`src/rtl/a2d_pkg.sv`:
```
// Shared types and sizes for the A2D scan sequencer.
package a2d_pkg;
  localparam int NUM_CH = 8;
  localparam int RES_W  = 12;
  localparam int CH_W   = $clog2(NUM_CH);
  localparam int PTR_W  = CH_W + 1;

  typedef enum logic [2:0] {IDLE, PICK, START, CONV, GAP} state_t;
  typedef enum logic {SCAN, HOST} src_t;

  // The ADC128S path returns complemented data; optionally undo it.
  function automatic logic [RES_W-1:0] fix_res(input logic [RES_W-1:0] r, input logic inv);
    return inv ? ~r : r;
  endfunction
endpackage

```
`src/rtl/a2d_next_ch.sv`:
```
// Lowest set bit of mask at or above ptr; ptr may equal NUM_CH (nothing left).
module a2d_next_ch
  import a2d_pkg::*;
(
  input  logic [NUM_CH-1:0] mask,
  input  logic [PTR_W-1:0]  ptr,
  output logic [CH_W-1:0]   ch,
  output logic              found
);
  always_comb begin
    ch    = '0;
    found = 1'b0;
    for (int i = NUM_CH - 1; i >= 0; i--) begin
      if (mask[i] && (PTR_W'(i) >= ptr)) begin
        ch    = CH_W'(i);
        found = 1'b1;
      end
    end
  end
endmodule

```
`src/rtl/a2d_scan_ctrl.sv`:
```
// Round-robin ADC scan sequencer with host single-shot requests and a
// per-channel result register file.
module a2d_scan_ctrl
  import a2d_pkg::*;
#(
  parameter int SCAN_GAP    = 1024,
  parameter int CNV_TIMEOUT = 4096,
  parameter bit INVERT_RES  = 1'b1
) (
  input  logic                    clk,
  input  logic                    rst_n,
  input  logic                    en,
  input  logic [NUM_CH-1:0]       ch_mask,
  output logic                    strt_cnv,
  output logic [CH_W-1:0]         chnnl,
  input  logic                    cnv_cmplt,
  input  logic [RES_W-1:0]        res,
  input  logic                    req,
  input  logic [CH_W-1:0]         req_chnnl,
  output logic                    req_ack,
  output logic                    req_done,
  output logic [RES_W-1:0]        req_res,
  output logic [NUM_CH*RES_W-1:0] ch_data,
  output logic [NUM_CH-1:0]       ch_vld,
  output logic                    scan_done,
  output logic                    cnv_err,
  output logic                    busy
);
  localparam int TO_W  = (CNV_TIMEOUT > 2) ? $clog2(CNV_TIMEOUT) : 1;
  localparam int GAP_W = (SCAN_GAP > 2) ? $clog2(SCAN_GAP) : 1;
  // Decision is made one cycle early so cnv_err lands as the counter hits CNV_TIMEOUT-1.
  localparam logic [TO_W-1:0]  TO_LAST    = TO_W'(CNV_TIMEOUT - 2);
  localparam logic [GAP_W-1:0] GAP_LAST   = GAP_W'(SCAN_GAP - 1);
  localparam state_t           AFTER_SCAN = (SCAN_GAP == 0) ? IDLE : GAP;

  state_t                        state, nxt;
  src_t                          src;
  logic [PTR_W-1:0]              ptr, ptr_inc, nc_ptr;
  logic [CH_W-1:0]               nc_ch;
  logic                          nc_found;
  logic                          scan_act, gap_pend;
  logic [GAP_W-1:0]              gap_cnt;
  logic [TO_W-1:0]               to_cnt;
  logic [NUM_CH-1:0][RES_W-1:0]  ch_reg;
  logic                          cmplt_ok, tmo, conv_end;

  assign ch_data = ch_reg;
  assign ptr_inc = PTR_W'(chnnl) + PTR_W'(1);
  // PICK searches from the scan pointer; at the end of a scan slot the same
  // search from target+1 tells whether this was the last enabled channel.
  assign nc_ptr  = (state == CONV && src == SCAN) ? ptr_inc : ptr;

  a2d_next_ch u_next_ch (
    .mask  (ch_mask),
    .ptr   (nc_ptr),
    .ch    (nc_ch),
    .found (nc_found)
  );

  // to_cnt is 0 only on the first CONV cycle, which doubles as the blanking window.
  assign cmplt_ok = (state == CONV) && (to_cnt != '0) && cnv_cmplt;
  assign tmo      = (state == CONV) && !cmplt_ok && (to_cnt == TO_LAST);
  assign conv_end = cmplt_ok || tmo;

  always_ff @(posedge clk or negedge rst_n) begin
    if (!rst_n) state <= IDLE;
    else        state <= nxt;
  end

  always_comb begin
    nxt = state;
    case (state)
      IDLE:  if (req || (en && |ch_mask)) nxt = PICK;
      PICK: begin
        if (req || nc_found) nxt = START;
        else if (scan_act)   nxt = AFTER_SCAN;
        else                 nxt = IDLE;
      end
      START: nxt = CONV;
      CONV: begin
        if (conv_end) begin
          if (src == SCAN && !nc_found) nxt = AFTER_SCAN;
          else if (req || scan_act)     nxt = PICK;
          else if (gap_pend)            nxt = GAP;
          else                          nxt = IDLE;
        end
      end
      GAP: begin
        if (req)                       nxt = PICK;
        else if (gap_cnt == GAP_LAST)  nxt = IDLE;
      end
      default: nxt = IDLE;
    endcase
  end

  always_comb begin
    strt_cnv = 1'b0;
    req_ack  = 1'b0;
    busy     = 1'b1;
    case (state)
      START: begin
        strt_cnv = 1'b1;
        req_ack  = (src == HOST);
      end
      IDLE, GAP: busy = 1'b0;
      default: ;
    endcase
  end

  always_ff @(posedge clk or negedge rst_n) begin
    if (!rst_n) begin
      src       <= SCAN;
      chnnl     <= '0;
      ptr       <= '0;
      scan_act  <= 1'b0;
      gap_pend  <= 1'b0;
      gap_cnt   <= '0;
      to_cnt    <= '0;
      ch_reg    <= '0;
      ch_vld    <= '0;
      req_res   <= '0;
      req_done  <= 1'b0;
      scan_done <= 1'b0;
      cnv_err   <= 1'b0;
    end else begin
      req_done  <= 1'b0;
      scan_done <= 1'b0;
      case (state)
        PICK: begin
          if (req) begin
            chnnl <= req_chnnl;
            src   <= HOST;
          end else if (nc_found) begin
            chnnl    <= nc_ch;
            src      <= SCAN;
            scan_act <= 1'b1;
          end else if (scan_act) begin
            // Mask shrank under the pointer: the scan is over.
            scan_done <= 1'b1;
            scan_act  <= 1'b0;
            ptr       <= '0;
            gap_pend  <= (SCAN_GAP != 0);
            gap_cnt   <= '0;
          end
        end
        START: to_cnt <= '0;
        CONV: begin
          to_cnt <= to_cnt + 1'b1;
          if (tmo) cnv_err <= 1'b1;
          if (cmplt_ok) begin
            if (src == HOST) begin
              req_res  <= fix_res(res, INVERT_RES);
              req_done <= 1'b1;
            end else begin
              ch_reg[chnnl] <= fix_res(res, INVERT_RES);
              ch_vld[chnnl] <= 1'b1;
            end
          end
          if (conv_end && src == SCAN) begin
            if (nc_found) begin
              ptr <= ptr_inc;
            end else begin
              scan_done <= 1'b1;
              scan_act  <= 1'b0;
              ptr       <= '0;
              gap_pend  <= (SCAN_GAP != 0);
              gap_cnt   <= '0;
            end
          end
        end
        GAP: begin
          // A pending host request freezes the gap count.
          if (!req) begin
            if (gap_cnt == GAP_LAST) gap_pend <= 1'b0;
            else                     gap_cnt  <= gap_cnt + 1'b1;
          end
        end
        default: ;
      endcase
    end
  end
endmodule

```
`config.mk`:
```
export PLATFORM = sky130hd
export DESIGN_NAME = a2d_scan_ctrl
export DESIGN_NICKNAME = d
export VERILOG_FILES = /design/src/rtl/a2d_pkg.sv /design/src/rtl/a2d_next_ch.sv /design/src/rtl/a2d_scan_ctrl.sv
export SDC_FILE = /design/constraint.sdc
export NUM_CORES = 1
export LEC_CHECK = 0
export ABC_CLOCK_PERIOD_IN_PS = 2500
export CORE_MARGIN = 10
export CORE_UTILIZATION = 50
export DETAILED_ROUTE_END_ITERATION = 10
export PLACE_DENSITY = 0.85
export SYNTH_ARGS = -nofsm -noshare
export SYNTH_HDL_FRONTEND = slang
export SYNTH_SLANG_ARGS = --single-unit
```
`constraint.sdc`:
```
create_clock -name clk -period 2.5 [get_ports clk]
set_clock_uncertainty 0.05 [all_clocks]
set_input_delay 0.5 -clock clk [delete_from_list [all_inputs] [get_ports clk]]
set_output_delay 0.5 -clock clk [all_outputs]
set_load 0.01 [all_outputs]
```
==> impl_summary.txt, run 1 <==
----------------------------------------------------
[Worst setup path]
  Cell count of the worst reg-to-reg path ... 9
  Crit path required time ... between 2000 and 3000 ps
  Setup slack of the worst register-to-register path ... roughly 36 ps
  Signal arrival time at the worst endpoint ... 2710 ps
  Slowest library cell on the worst path ... sky130_fd_sc_hd__dfrtp_1
  CP peak stage delay ... about 440 ps
  Startpoint of the worst register-to-register path ... src
  Endpoint class of the critical path ... register
  CP max FO ... 8
  Crit-path cells ... nor4bb_4, buf_6, nand3_2, a31oi_4, a211o_1, nand4_1, buf_4, o21ai_0, a21oi_1
  Reg2reg end ... gap_cnt[6]
  Category of the most critical setup path ... register to register
  Kind of launch point of the worst setup path ... register

[Timing]
  Number of setup violations in the final report ... 0
  Actual slew at the worst max-slew pin ... ~540 ps
  Min Hold Slack ... around 430 ps
  Slew headroom ... 64.2%
  Final hold violation count ... 0
  Highest Clock Rate ... between 400 and 500 MHz
  Final worst-path cycle share ... roughly 99%
  Min Tclk post-route ... 2460 ps
  Fin. max-slew vios ... 0
  Setup repair after global routing missed its margin ... true
  Final sum of negative setup slack ... 0 ps

[Synth]
  Post-synth top flop ... sky130_fd_sc_hd__dfrtp_1
  XOR/XNOR share of the synthesized area ... less than 1%
  Synth Net Count ... just under 700
  Adder-cell share of the synthesized area ... 0.922%
  Part of the Yosys area used for sequential elements ... approximately 57%
  Combinational family with the most area after synthesis ... simple AND/OR/NAND/NOR gates
  Multiplexer share of the synthesized area ... a little under 6%
  FF+latch count, synth ... 154
  Count of flip-flops with a built-in enable after synthesis ... 0
  Post-Syn Area per Cell ... between 10 and 15 um2
  Yosys warnings ... 0
  Post-synthesis compound-gate area fraction ... between 10% and 20%
  Number of instances in the synthesized netlist ... 660
  Post-synthesis instance area ... roughly 6800 um2
  Library cells used by synthesis ... 68
  Fraction of the mapped netlist area in simple logic gates ... about 16%
  FFs w/ async S/R, synth ... 100%

[Placed design]
  Routability congestion estimate ... between 0.9 and 1
  Placed wire-length estimate ... 15000 um
  Count of input and output buffers ... 152

[Die]
  Row Count ... between 40 and 50
  Core Box Area ... 13300 um2
  # IOs ... about 150
  Die width ... ~140 um
  Die area ... around 19000 um2
  Floorplan die height ... approximately 140 um
  Initial core utilization ... roughly 50%

[Power]
  Combinational power share ... ~44%
  Internal power ... 7.59 mW
  Switching power ... 4.35 mW
  Proportion of power drawn by the clock network ... 22.7%
  Leakage power figure ... approximately 4.3 nW
  Worst vdd rail ir drop ... 0.000856 V
  Switching Share ... 36.4%
  Sequential power share ... 33.6%
  Power per unit of standard cell area ... around 1300 nW/um2

[Clock tree]
  Clk sink count ... between 150 and 200
  Clock tree from TritonCTS ... yes
  Worst skew pair latency ... 430 ps
  Number of buffers created by CTS ... 17
  Buffer levels on the longest clock path ... 2
  Depth of the CTS H-tree ... 4
  Clock-pin slew of the registers on the worst-case setup and hold paths ... about 60 ps
  Cell at the root of the clock tree ... sky130_fd_sc_hd__clkbuf_16

[Final layout]
  Flip-flop and latch area ... around 3900 um2
  Inserted Diodes ... 0
  Leading cell type in the layout, fill and taps excluded ... sky130_fd_sc_hd__dfrtp_1
  Commonest non-fill, non-tap cells in the layout ... 153 x sky130_fd_sc_hd__dfrtp_1, 149 x sky130_fd_sc_hd__clkdlybuf4s50_1, 100 x sky130_fd_sc_hd__nand2_1
  Fin nets ... 887
  Number of filler cells placed in the layout ... 902
  Footprint of the multi-input gates ... 2640 um2
  Ratio of cells with drive above 1 in the final layout ... 14.1%
  Growth of design area from synthesis to finish ... 40.4%
  Fraction of the core area covered by cells at the end of the flow ... between 70% and 80%

[Global route]
  Aggregate global-route resource usage ... around a quarter
  Via count of the first global-routing pass ... approximately 6200
  First-pass GRT wire length ... ~35000 um
  Antenna violations before repair ... 0
  Global-route congestion overflow total ... 0
  Pin count of the biggest net entering global routing ... 57

[Detailed routing]
  Post-DR vias/cell ... 5.71
  Post-detailed-routing wire length ... roughly 22000 um
  Remaining DRCs ... 0
  First-pass DRT Iterations ... 5
  Final ANT Viol Nets ... 0
  Post-DR wirelength/cell ... ~21 um
  Initial detailed-routing violation count ... 411
  Via count ... around 5900

[Hold path]
  Hold EP ... ch_data[72]
  Hold path start ... ch_data[72]
  Class of the most critical hold timing path ... register to register
  Cells on Worst Hold Path ... 2

[Run status]
  Outcome ... completed

[Run]
  Number of max-capacitance violations reported ... 0

----------------------------------------------------
kinds of logic (layout without fill, tap and decap cells):
| kind of cell | Yosys count | in the layout |
|---|---|---|
| AO/OA/AOI/OAI | 156 | 157 |
| XOR/XNOR | 4 | 4 |
| adder cells (fa/ha/maj) | 5 | 5 |
| buffers and inverters | 84 | 289 |
| flip-flops | 154 | 154 |
| multiplexers | 40 | 40 |
| AND/OR/NAND/NOR | 217 | 217 |
stage by stage:
| step | total power, mW | setup WS, ps | cells | area [um2] |
|---|---|---|---|---|
| floorplan | 6.22 | 175 | 660 | 6790 |
| global route | 12.6 | -56.0 | 1042 | 9530 |
| CTS | 11.9 | 7.88 | 1037 | 9450 |
| finish | 11.9 | 35.5 | 1042 | 9530 |
| detailed placement | 9.02 | -307 | 1004 | 8800 |
| global placement | 8.83 | -246 | 1004 | 8800 |
final cells by class:
cell class                 instances  area share (%)
clock inverter                    11            1.68
sequential                       154            40.5
timing repair buffer             204            20.9
tap                              176            2.31
clock buffer                      20            4.79
inverter                          54            2.13
multi-input combinational        423            27.7
worst max-delay path by stage:
| stage | end | cells after the start | slack (ps) | startpoint |
|---|---|---|---|---|
| floorplan | ptr[0] | 8 | 170 | chnnl[0] |
| global placement | gap_pend | 9 | -250 | ch_mask[0] |
| detailed placement | gap_pend | 9 | -310 | ch_mask[0] |
| CTS | gap_cnt[7] | 8 | 8 | src |
| global route | gap_cnt[6] | 9 | -60 | state[2] |
| finish | gap_cnt[6] | 9 | 40 | src |
synthesized netlist by cell type, types with 2 or more instances:
cell type / instances / area share [%]
sky130_fd_sc_hd__and3_1: 5 / 0.46
sky130_fd_sc_hd__nor4b_1: 2 / 0.26
sky130_fd_sc_hd__ha_1: 5 / 0.92
sky130_fd_sc_hd__xnor2_1: 2 / 0.26
sky130_fd_sc_hd__o21ai_2: 2 / 0.26
sky130_fd_sc_hd__nand2_1: 100 / 5.5
sky130_fd_sc_hd__nor3b_1: 2 / 0.22
sky130_fd_sc_hd__buf_6: 2 / 0.33
sky130_fd_sc_hd__a21o_1: 4 / 0.44
sky130_fd_sc_hd__nand4b_1: 3 / 0.39
sky130_fd_sc_hd__or4_1: 2 / 0.22
sky130_fd_sc_hd__nand3_2: 2 / 0.29
sky130_fd_sc_hd__nand4_1: 6 / 0.55
sky130_fd_sc_hd__nand3b_1: 2 / 0.22
sky130_fd_sc_hd__nor3_1: 10 / 0.74
sky130_fd_sc_hd__mux2i_1: 39 / 5.8
sky130_fd_sc_hd__clkbuf_1: 15 / 0.83
sky130_fd_sc_hd__a31oi_2: 2 / 0.37
sky130_fd_sc_hd__or2_2: 4 / 0.37
sky130_fd_sc_hd__nor2_1: 27 / 1.5
sky130_fd_sc_hd__o22ai_1: 6 / 0.55
sky130_fd_sc_hd__nand3_1: 21 / 1.5
sky130_fd_sc_hd__dfrtp_1: 154 / 57
sky130_fd_sc_hd__o21ai_0: 94 / 6.9
sky130_fd_sc_hd__a31oi_1: 4 / 0.37
sky130_fd_sc_hd__o31ai_1: 2 / 0.22
sky130_fd_sc_hd__buf_4: 8 / 0.88
sky130_fd_sc_hd__buf_2: 4 / 0.29
sky130_fd_sc_hd__inv_1: 54 / 3.0
sky130_fd_sc_hd__or3_1: 8 / 0.74
sky130_fd_sc_hd__o21a_1: 3 / 0.33
sky130_fd_sc_hd__nand2b_1: 9 / 0.83
sky130_fd_sc_hd__o211ai_1: 4 / 0.44
sky130_fd_sc_hd__a21oi_1: 13 / 0.96
sky130_fd_sc_hd__nor4_1: 2 / 0.18
sky130_fd_sc_hd__and2_1: 3 / 0.28
sky130_fd_sc_hd__a32oi_1: 3 / 0.39
sky130_fd_sc_hd__a22o_1: 2 / 0.26
layer usage:
| metal | vias to the layer above | track usage [%] | wire, um |
|---|---|---|---|
| met4 | 0 | 7.46 | 446 |
| met1 | 2996 | 27.9 | 8500 |
| met2 | 257 | 39.7 | 10900 |
| met5 | - | 0 | 0 |
| li1 | 2655 | - | - |
| met3 | 41 | 10.4 | 2190 |
sequential cells by signal, summed over array words and instances, names as in the netlist:
signal / cells
ch_data: 96
req_res: 12
to_cnt: 12
gap_cnt: 10
ch_vld: 8
ptr: 4
chnnl: 3
state: 3
cnv_err: 1
gap_pend: 1
req_done: 1
scan_act: 1
scan_done: 1
src: 1
power by group through the flow:
stage	Sequential [mW]	Clock, mW	Combinational [mW]
after floorplan	4.24	0	1.98
after global placement	3.94	0	4.88
final	4.02	2.72	5.21
after global routing	4.10	2.84	5.64
after CTS	4.00	2.73	5.15
after detailed placement	3.98	0	5.03
worst max-delay path: cells and delay by family, from the launching register on:
family	cells	cell delay, ps
AOI/OAI and AO/OA	4	780
buffers and inverters	2	400
DFF	1	440
and+or+nand+nor	3	660
repair_timing:
| item | in CTS | in global routing |
|---|---|---|
| gates cloned | 1 | 0 |
| endpoints found under the hold margin | 2 | 0 |
| setup endpoints to repair | 12 | 24 |
| buffers inserted | 0 | 5 |
| resized for setup | 6 | 9 |
| pin swaps | 0 | 4 |
| hold buffers | 1 | 0 |
Power figures use the tool's default switching activity.
==> run 2, diff against run 1 <==
--- a/config.mk
+++ b/config.mk
@@ -5,7 +5,6 @@
 export SDC_FILE = /design/constraint.sdc
 export NUM_CORES = 1
 export LEC_CHECK = 0
-export ABC_CLOCK_PERIOD_IN_PS = 2500
 export CORE_MARGIN = 10
 export CORE_UTILIZATION = 50
 export DETAILED_ROUTE_END_ITERATION = 10
==> results of run 2 <==
Final layout, timing and power as in run 1 (identical DEF).
==> run 3, diff against run 2 <==
--- a/config.mk
+++ b/config.mk
@@ -6,9 +6,9 @@
 export NUM_CORES = 1
 export LEC_CHECK = 0
 export CORE_MARGIN = 10
-export CORE_UTILIZATION = 50
+export CORE_UTILIZATION = 46
 export DETAILED_ROUTE_END_ITERATION = 10
-export PLACE_DENSITY = 0.85
+export PLACE_DENSITY = 0.8
 export SYNTH_ARGS = -nofsm -noshare
 export SYNTH_HDL_FRONTEND = slang
 export SYNTH_SLANG_ARGS = --single-unit
==> constraint.sdc (replaced) <==
create_clock -name clk -period 3.15 [get_ports clk]
set_clock_uncertainty 0.05 [all_clocks]
set_input_delay 0.63 -clock clk [delete_from_list [all_inputs] [get_ports clk]]
set_output_delay 0.63 -clock clk [all_outputs]
set_load 0.01 [all_outputs]
==> run 3 against run 2 <==
  * Total power down 26%
  * Clock-buffer cell count down 1
  * Sequential power down 21%
  * Via count down 7.0%
  * Critical path depth down 5
  * Worst hold slack worse by 280 ps
  * Utilization down 8.8 points
  * Clock power down 30%
  * Flip-flop and latch count unchanged
  * Die area up 7.4%
==> impl_summary.txt, run 3 (synthesis results as in run 1) <==
----------------------------------------------------
[Die]
  Core Box Area ... 14500 um2 (+8.9%)
  Die width ... 141 um (+3.6%)
  # IOs ... 153 (unchanged)
  Floorplan die height ... 141 um (+3.6%)
  Row Count ... 44 (+4.8%)
  Initial core utilization ... 46.9% (-4.2 points)
  Die area ... 20000 um2 (+7.4%)

[Timing]
  Final sum of negative setup slack ... 0 ps (unchanged)
  Setup repair after global routing missed its margin ... false
  Final hold violation count ... 0 (unchanged)
  Final worst-path cycle share ... between 90 and 100%
  Slew headroom ... 58.2% (-6.0 points)
  Number of setup violations in the final report ... 0 (unchanged)
  Min Tclk post-route ... about 2800 ps
  Highest Clock Rate ... around 350 MHz
  Actual slew at the worst max-slew pin ... 626 ps (+91.2 ps)
  Fin. max-slew vios ... 0 (unchanged)

[Final layout]
  Growth of design area from synthesis to finish ... 34.1%
  Flip-flop and latch area ... 3850 um2 (about the same)
  Post-route standard cell area excluding fillers ... 9100 um2 (-4.5%)
  Flip-flop count of the largest register after layout ... 96 (unchanged)
  Fin nets ... 855 (-3.6%)
  Non-filler cells in the finished layout ... 1018 (-2.3%)
  Leading cell type in the layout, fill and taps excluded ... sky130_fd_sc_hd__dfrtp_1
  Number of filler cells placed in the layout ... 1163 (+29%)
  Commonest non-fill, non-tap cells in the layout ... 154 x sky130_fd_sc_hd__dfrtp_1, 151 x sky130_fd_sc_hd__clkdlybuf4s50_1, 100 x sky130_fd_sc_hd__nand2_1
  Footprint of the multi-input gates ... 2580 um2 (-2.5%)
  Inserted Diodes ... 0 (unchanged)
  Ratio of cells with drive above 1 in the final layout ... 9.95% (-4.1 points)

[Clock tree]
  Depth of the CTS H-tree ... 4 (unchanged)
  Number of buffers created by CTS ... 17 (unchanged)
  Worst skew pair latency ... 430 ps (about the same)
  Resized Gates After CTS ... 0 (-6)
  Clk sink count ... 154 (unchanged)
  Clock-pin slew of the registers on the worst-case setup and hold paths ... 60 ps (about the same)
  Clock tree from TritonCTS ... yes
  Cell at the root of the clock tree ... sky130_fd_sc_hd__clkbuf_16
  Buffer levels on the longest clock path ... 2 (unchanged)
  # Post-CTS Setup Buffers ... 0 (unchanged)
  CTS Hold Buffers Added ... 0 (-1)

[Power]
  Switching power ... 3.20 mW (-27%)
  Proportion of power drawn by the clock network ... 21.7% (-1.0 points)
  Power per unit of standard cell area ... 966 nW/um2 (-23%)
  Internal power ... 5.60 mW (-26%)
  Combinational power share ... 42.2% (-1.4 points)
  Total power after layout ... 8.79 mW (-26%)
  Switching Share ... 36.4% (-0.092 points)
  Sequential power share ... 36.1% (+2.5 points)
  Leakage power figure ... 4.06 nW (-5.0%)
  Worst vdd rail ir drop ... 0.000639 V (-25%)

[Placed design]
  Placed wire-length estimate ... 13700 um (-8.9%)
  Routability congestion estimate ... 0.863 (-8.9%)
  Cell area after placement ... 8560 um2 (-2.7%)
  Placed Cells incl. Taps ... 987 (-1.7%)
  Count of input and output buffers ... 152 (unchanged)

[Worst setup path]
  Crit path required time ... 2470 ps (-270 ps)
  Setup slack of the worst register-to-register path ... 500 ps (+460 ps)
  Category of the most critical setup path ... register to primary output
  Signal arrival time at the worst endpoint ... 2170 ps (-540 ps)
  Kind of launch point of the worst setup path ... register
  Cell count of the worst reg-to-reg path ... 8 (-1)
  CP max FO ... 11 (+3)
  Startpoint of the worst register-to-register path ... state[2]
  Endpoint class of the critical path ... primary output
  CP peak stage delay ... 530 ps (+90 ps)
  Slowest library cell on the worst path ... sky130_fd_sc_hd__clkdlybuf4s50_1
  Crit-path cells ... nand2b_1, nor2_1, and2_1, clkdlybuf4s50_1
  Reg2reg end ... ptr[0]

[Detailed routing]
  Final ANT Viol Nets ... 0 (unchanged)
  Via count ... 5530 (-7.0%)
  Routed metal-1 wirelength ... 7960 um (-6.3%)
  Total met2 wirelength after detailed routing ... 8900 um (-19%)
  Initial detailed-routing violation count ... 464 (+13%)
  Routed length on met3 ... 2320 um (+5.9%)
  Post-DR wirelength/cell ... 19.1 um (-9.7%)
  Post-detailed-routing wire length ... 19500 um (-12%)
  Highest layer used for signal routing ... met4
  Remaining DRCs ... 0 (unchanged)
  First-pass DRT Iterations ... 5 (unchanged)
  Post-DR vias/cell ... 5.43 (-4.9%)

[Global route]
  Pin count of the biggest net entering global routing ... 66 (+16%)
  First-pass GRT wire length ... 31000 um (-11%)
  Via count of the first global-routing pass ... 5520 (-12%)
  Aggregate global-route resource usage ... 19.7% (-4.4 points)
  Global-route congestion overflow total ... 0 (unchanged)
  Antenna violations before repair ... 0 (unchanged)

[Hold path]
  Class of the most critical hold timing path ... primary input to asynchronous set/reset pin

[Run status]
  Outcome ... completed

[Run]
  Number of max-capacitance violations reported ... 0 (unchanged)

----------------------------------------------------
[run 3: cell count changes in the layout (fill, tap and decap cells not counted), sizes merged]
| cell | previous run | this run |
|---|---|---|
| clkinv | 3 | 7 |
| inv | 57 | 55 |
| clkbuf | 20 | 19 |
| dlygate4sd3 | 1 | 0 |
| a21oi | 16 | 15 |
| dlygate4sd2 | 2 | 0 |
| bufinv | 3 | 1 |
| clkinvlp | 2 | 3 |
| buf | 52 | 22 |
| clkdlybuf4s50 | 149 | 151 |
[run 3: critical path: cells and delay by family, from the launching register on]
kind | cells | cell delay (ps)
buffers and inverters | 1 | 530
flip-flops | 1 | 500
AND/OR/NAND/NOR | 3 | 700
[run 3: layer usage]
layer / track usage, % / vias to the layer above
li1: - / 2582
met1: 23.6 / 2709
met2: 30.1 / 214
met3: 10.5 / 25
met4: 5.86 / 0
met5: 0 / -
[run 3: how the worst max path moves through the flow]
stage                     startpoint       to  slack, ps  cells after the start
after floorplan             chnnl[0]   ptr[0]        820                      8
after global placement    ch_mask[0]   ptr[0]        220                      8
after detailed placement  ch_mask[0]   ptr[0]        180                      8
after CTS                   state[2]  req_ack        300                      4
after global routing        state[2]  req_ack        160                      4
final                       state[2]  req_ack        300                      4
[run 3: through the flow]
step	worst slack, ps	util [%]	hold WS (ps)
final	304	62.8	146
after global routing	162	62.8	177
after CTS	300	62.8	157
after detailed placement	183	59.1	398
after global placement	218	59.1	397
after floorplan	825	-	284
[run 3: power by group through the flow]
| stage | clock (mW) | sequential [mW] | combinational, mW |
|---|---|---|---|
| 2_1_floorplan | 0 | 3.36 | 1.57 |
| 3_3_place_gp | 0 | 3.16 | 3.65 |
| 3_5_place_dp | 0 | 3.17 | 3.72 |
| 4_1_cts | 1.93 | 3.17 | 3.75 |
| 5_1_grt | 2.01 | 3.26 | 4.07 |
| 6_report | 1.91 | 3.17 | 3.71 |
[run 3: final cells by class]
class | instances | area share [%]
sequential | 154 | 42.3
multi-input combinational | 422 | 28.3
timing repair buffer | 173 | 18.6
clock buffer | 19 | 4.87
tap | 184 | 2.53
inverter | 54 | 2.23
clock inverter | 12 | 1.10
